<file path="src/rtl/nibble_add_seq_pkg.sv">
// Shared types and constants for the nibble-serial adder.
package nibble_add_seq_pkg;
  localparam int NIBBLE_W = 4;

  typedef enum logic [1:0] {
    IDLE = 2'd0,
    RUN  = 2'd1,
    DONE = 2'd2
  } state_t;
endpackage

</file>
<file path="src/rtl/nibble_add_seq_fa.sv">
// 4-bit adder slice with carry in/out; the only arithmetic on operand data.
module full_add_4bit (
  input  logic [3:0] i_a,
  input  logic [3:0] i_b,
  input  logic       i_cin,
  output logic [3:0] o_sum,
  output logic       o_carry
);
  assign {o_carry, o_sum} = {1'b0, i_a} + {1'b0, i_b} + {4'b0000, i_cin};
endmodule

</file>
<file path="src/rtl/nibble_add_seq.sv">
// Nibble-serial adder: one 4-bit slice per clock through a shared adder,
// result held with a valid/ready handshake.
module nibble_add_seq
  import nibble_add_seq_pkg::*;
#(
  parameter int NIBBLES = 4,
  localparam int W = NIBBLE_W * NIBBLES
) (
  input  logic         i_clk,
  input  logic         i_rst,
  input  logic         i_valid,
  output logic         o_ready,
  input  logic [W-1:0] i_a,
  input  logic [W-1:0] i_b,
  input  logic         i_cin,
  output logic         o_valid,
  input  logic         i_ready,
  output logic [W-1:0] o_sum,
  output logic         o_carry,
  output logic         o_busy
);
  localparam int CW = $clog2(NIBBLES);
  localparam logic [CW-1:0] LAST = CW'(NIBBLES - 1);

  state_t          state, state_nxt;
  logic [W-1:0]    a_q, b_q, sum_q;
  logic            carry_q, cout_q;
  logic [CW-1:0]   cnt;
  logic [NIBBLE_W-1:0] slice_a, slice_b, slice_sum;
  logic            slice_carry;

  assign slice_a = a_q[int'(cnt)*NIBBLE_W +: NIBBLE_W];
  assign slice_b = b_q[int'(cnt)*NIBBLE_W +: NIBBLE_W];

  full_add_4bit u_fa (
    .i_a    (slice_a),
    .i_b    (slice_b),
    .i_cin  (carry_q),
    .o_sum  (slice_sum),
    .o_carry(slice_carry)
  );

  always_ff @(posedge i_clk) begin
    if (i_rst) state <= IDLE;
    else       state <= state_nxt;
  end

  always_comb begin
    state_nxt = state;
    case (state)
      IDLE:    if (i_valid)     state_nxt = RUN;
      RUN:     if (cnt == LAST) state_nxt = DONE;
      DONE:    if (i_ready)     state_nxt = IDLE;
      default:                  state_nxt = IDLE;
    endcase
  end

  always_comb begin
    o_ready = (state == IDLE) && !i_rst;
    o_valid = (state == DONE);
    o_busy  = (state == RUN) || (state == DONE);
  end

  // Datapath only moves in IDLE (load) and RUN (one slice per edge); DONE holds.
  always_ff @(posedge i_clk) begin
    if (i_rst) begin
      a_q     <= '0;
      b_q     <= '0;
      sum_q   <= '0;
      carry_q <= 1'b0;
      cout_q  <= 1'b0;
      cnt     <= '0;
    end else begin
      case (state)
        IDLE: if (i_valid) begin
          a_q     <= i_a;
          b_q     <= i_b;
          carry_q <= i_cin;
          cnt     <= '0;
        end
        RUN: begin
          sum_q[int'(cnt)*NIBBLE_W +: NIBBLE_W] <= slice_sum;
          carry_q <= slice_carry;
          cnt     <= cnt + 1'b1;
          if (cnt == LAST) cout_q <= slice_carry;
        end
        default: ;
      endcase
    end
  end

  assign o_sum   = sum_q;
  assign o_carry = cout_q;
endmodule

</file>
<file path="config.mk">
export PLATFORM = sky130hd
export DESIGN_NAME = nibble_add_seq
export DESIGN_NICKNAME = d
export VERILOG_FILES = /design/src/rtl/nibble_add_seq_pkg.sv /design/src/rtl/nibble_add_seq_fa.sv /design/src/rtl/nibble_add_seq.sv
export SDC_FILE = /design/constraint.sdc
export NUM_CORES = 1
export LEC_CHECK = 0
export ABC_AREA = 1
export CAP_MARGIN = 20
export CORE_MARGIN = 2
export CORE_UTILIZATION = 53
export DETAILED_ROUTE_END_ITERATION = 12
export PLACE_DENSITY_LB_ADDON = 0.25
export SYNTH_ARGS = -nofsm -noshare
export SYNTH_HDL_FRONTEND = slang
export SYNTH_SLANG_ARGS = --single-unit
</file>
<file path="constraint.sdc">
create_clock -name i_clk -period 4.5 [get_ports i_clk]
set_input_delay 0.9 -clock i_clk [delete_from_list [all_inputs] [get_ports i_clk]]
set_output_delay 0.9 -clock i_clk [all_outputs]
set_load 0.01 [all_outputs]
</file>
==> summary.md <==
Stage delay of the slowest cell on the critical path: 770 ps. Among all flip-flop cells after synthesis, the most frequent one is sky130_fd_sc_hd__dfxtp_1. The number of buffers created by CTS was 5; the total power divided by cell area was 562.6 mW/mm².

Clock tree synthesis found a total of 54 sinks. Of all nets on the critical path, the largest fanout is 21. Type of the tightest min-delay check: flop to flop. The number of antenna diodes in the final layout is 0. The cell sitting at the root of the clock tree is a sky130_fd_sc_hd__clkbuf_8. Count of port buffers added during placement: 56. After synthesis, the share of flip-flops with an asynchronous set or reset is 0%. The count of nets left with antenna violations once routing finished came out at 0.

The worst setup path is of the input port to output port kind. Of all cell types, the one taking the most synthesized area is sky130_fd_sc_hd__dfxtp_1. The tightest slew margin relative to the limit came out at 37.71%. For this configuration, the core starts out at a cell density of 55.68%. The dominant delay contributor by cell family on the critical path is buffers and inverters.

Timing would allow up to 300.2 MHz. The run gives 57 as the number of top-level pins. In the routed layout, each cell is associated on average with a via count of 5.226. Cell internal power was estimated by the tool at 1.054 mW.

In this run, the clock network consumes 18.1% of the power. After synthesis, the largest area contributor takes up 44.28% of total cell area. Sorting the synthesized cells by area gives the leading types as sky130_fd_sc_hd__dfxtp_1 (44%), sky130_fd_sc_hd__nor2_1 (14%), sky130_fd_sc_hd__o21ai_0 (11%). The fraction of final layout cells with drive strength greater than 1 was 3.485%; the sequential cell fraction of total power was 36.8%.

In the global route stage, overall resource usage came out at 21.68%. The netlist uses 23 different library cells. The final-report hold violation count was 0; the setup violation total in the final timing report was 0. Total vias in the final route: 2,221. For the final core utilization, the log shows 70.80%. The run gives 0.2430 mV as the maximum ir drop on the vdd rail. The most numerous cell type found on the critical path is sky130_fd_sc_hd__clkdlybuf4s50_1. For the pin with the worst max-slew slack, the measured transition is 933.3 ps. The initial antenna violation count was 0; the half-perimeter wire length of the detailed placement result was 3.695 mm. The run finished with clean final reports.

The net switching component of the power is 692.6 µW, and the reported max-cap violation count is 0. Of the total power, the share spent switching nets is 39.66%. Data arrives at the worst endpoint at 2430 ps.

The clock skew after layout was 8.824 ps; the number of violations reported at the end of detailed-routing iteration 0 was 208. The static leakage is 1.210 nW. The synthesized area per cell was 7.511 µm².

The relative area change from synthesis to final layout is 27.17%, and the final weighted congestion in routability-driven placement is 0.8320. For the final routed wirelength across all metal layers, the log shows 5.288 mm. The x dimension of the die came out at 71.87 µm. The die outline area was 0.005165 mm². Synthesis handed over a netlist of 325 instances.

The first global-routing pass estimated 8.935 mm of wire. Setup repair after global routing left no endpoint under its margin. Final period demand of the worst path: 3332 ps.

Among all stages on the critical path, the largest delay is contributed by sky130_fd_sc_hd__clkdlybuf4s50_1. The count of buffers added by post-CTS timing repair for setup came out at 0. Walking the worst path, the cells encountered are clkdlybuf4s50_1 > nor2_1 > clkdlybuf4s50_1. The number of global-route vias before repair was 1,976; the pin count of the biggest net entering global routing was 36. In this run the number of H-tree levels came out at 2. The final-layout setup total negative slack came out at 0 ps.

STA classifies the critical path endpoint as an output port. At the later pin of the worst-skew pair, clock insertion delay measures 300 ps. The area inside the core boundary is 0.004384 mm², and the iteration count of the initial detailed-routing pass is 4. Data on the critical path is required at its endpoint by 3600 ps. The count of flip-flops with a built-in enable after synthesis is 0, and the worst setup margin is 1168 ps.

STA classifies the critical path startpoint as an input port. Once the clock tree was built, the resizer swapped 0 gates to a different size. For the maximum buffer depth of the clock tree, the log shows 2. The tools report the total number of yosys warnings as 0. The combined buffer and inverter count along the critical path is 2, and the fraction of the cycle the final worst path needs is 74.03%.

Among all cell types in the netlist, the one instantiated most often is sky130_fd_sc_hd__nor2_1. The max-slew violation count is 0, and the placement row count is 24. After detailed routing, the average wire length per cell comes to 12.44 µm. The synthesized netlist occupies a cell area of 0.002441 mm². From bottom edge to top edge, the die measures 71.87 µm. The count of hold-fix buffers inserted at cts was 0.

After synthesis, flip-flops and latches occupy 44.28% of the total area. TritonCTS built the clock tree. Global routing finished with a remaining overflow of 0. Synthesized flop and latch total: 54. The total number of nets in the final design was 423; the net count after synthesis was 376.

The clock transition time at the flip-flop clock pins of the worst setup and hold paths is 80 ps. Post-route DRC violation count: 0. Prior to clock tree synthesis, the placed netlist has a worst setup slack of 1183 ps. The power share of the combinational group came out at 45.1%. Ranked by instance count, the synthesized netlist is headed by sky130_fd_sc_hd__nor2_1 (90), sky130_fd_sc_hd__dfxtp_1 (54), sky130_fd_sc_hd__o21ai_0 (53).
-- final timing paths --
check,from,endpoint,slack [ps],cells after the start
worst max-delay path,i_rst,o_ready,1170,3
worst min-delay path,o_sum[9],o_sum[9],470,2
worst min register to register,o_sum[9],o_sum[9],470,2
worst max register to register,cnt[1],o_sum[6],1590,10
-- per-layer routing --
| layer | part of all wire (%) | wire (µm) | vias up | global-route usage, % |
|---|---|---|---|---|
| met5 | 0 | 0 | - | 0 |
| met4 | 0.81 | 43 | 0 | 5.660 |
| met3 | 5.4 | 288 | 4 | 3.797 |
| met2 | 48 | 2536 | 70 | 35.80 |
| met1 | 46 | 2419 | 980 | 29.46 |
| li1 | - | - | 1167 | - |
-- power groups by stage --
stage / combinational, mW / clock (mW) / sequential [mW]
floorplan: 0.564 / 0 / 0.649
global placement: 0.762 / 0 / 0.647
detailed placement: 0.774 / 0 / 0.654
CTS: 0.784 / 0.317 / 0.643
global route: 0.885 / 0.338 / 0.656
finish: 0.788 / 0.316 / 0.642
-- area by class of cell --
class	count	area [µm²]
Clock buffer	7	76.32
Clock inverter	1	30.03
Fill cell	369	1280
Inverter	16	60.06
Multi-Input combinational cell	238	1224
Sequential cell	54	1081
Tap cell	52	65.06
Timing Repair Buffer	57	568.0
-- sequential cells by signal (all words and copies together) (netlist names) --
register	cells
a_q	16
b_q	16
carry_q	1
cnt	2
o_carry	1
o_sum	16
state	2
-- kinds of logic after synthesis --
kind of cell	count (synthesis)	synth area share (%)
XOR/XNOR	1	0.3589
adder cells (fa/ha/maj)	14	7.791
AND/OR/NAND/NOR	135	22.50
flip-flops	54	44.29
buffers and inverters	33	5.587
AO/OA/AOI/OAI	88	19.48
-- cells in the final DEF, fill, tap and decap left out, types with 4 or more instances in the layout --
master | netlist | routed
sky130_fd_sc_hd__nand2_1 | 32 | 32
sky130_fd_sc_hd__o21ai_0 | 53 | 53
sky130_fd_sc_hd__ha_1 | 12 | 12
sky130_fd_sc_hd__a22oi_1 | 4 | 4
sky130_fd_sc_hd__o22ai_1 | 8 | 8
sky130_fd_sc_hd__nand3_1 | 7 | 7
sky130_fd_sc_hd__clkdlybuf4s50_1 | 0 | 56
sky130_fd_sc_hd__a21oi_1 | 20 | 20
sky130_fd_sc_hd__nor2_1 | 90 | 90
sky130_fd_sc_hd__clkbuf_8 | 0 | 5
sky130_fd_sc_hd__dfxtp_1 | 54 | 54
sky130_fd_sc_hd__inv_1 | 14 | 14
-- worst min-delay path, cell delays in order, from the launching register on --
cell and delay [ps]:
sky130_fd_sc_hd__dfxtp_1 320, sky130_fd_sc_hd__nand2_1 60, sky130_fd_sc_hd__a21oi_1 50
-- per-stage QoR --
step	power, mW	area [µm²]	std cells	hold WS [ps]
floorplan	1.212	2441	325	449.5
global placement	1.409	2998	417	450.8
detailed placement	1.428	2998	417	455.2
CTS	1.743	3104	425	468.1
global route	1.879	3104	425	483.3
finish	1.746	3104	425	465.3
No activity file was read; power rests on OpenSTA's default activity.
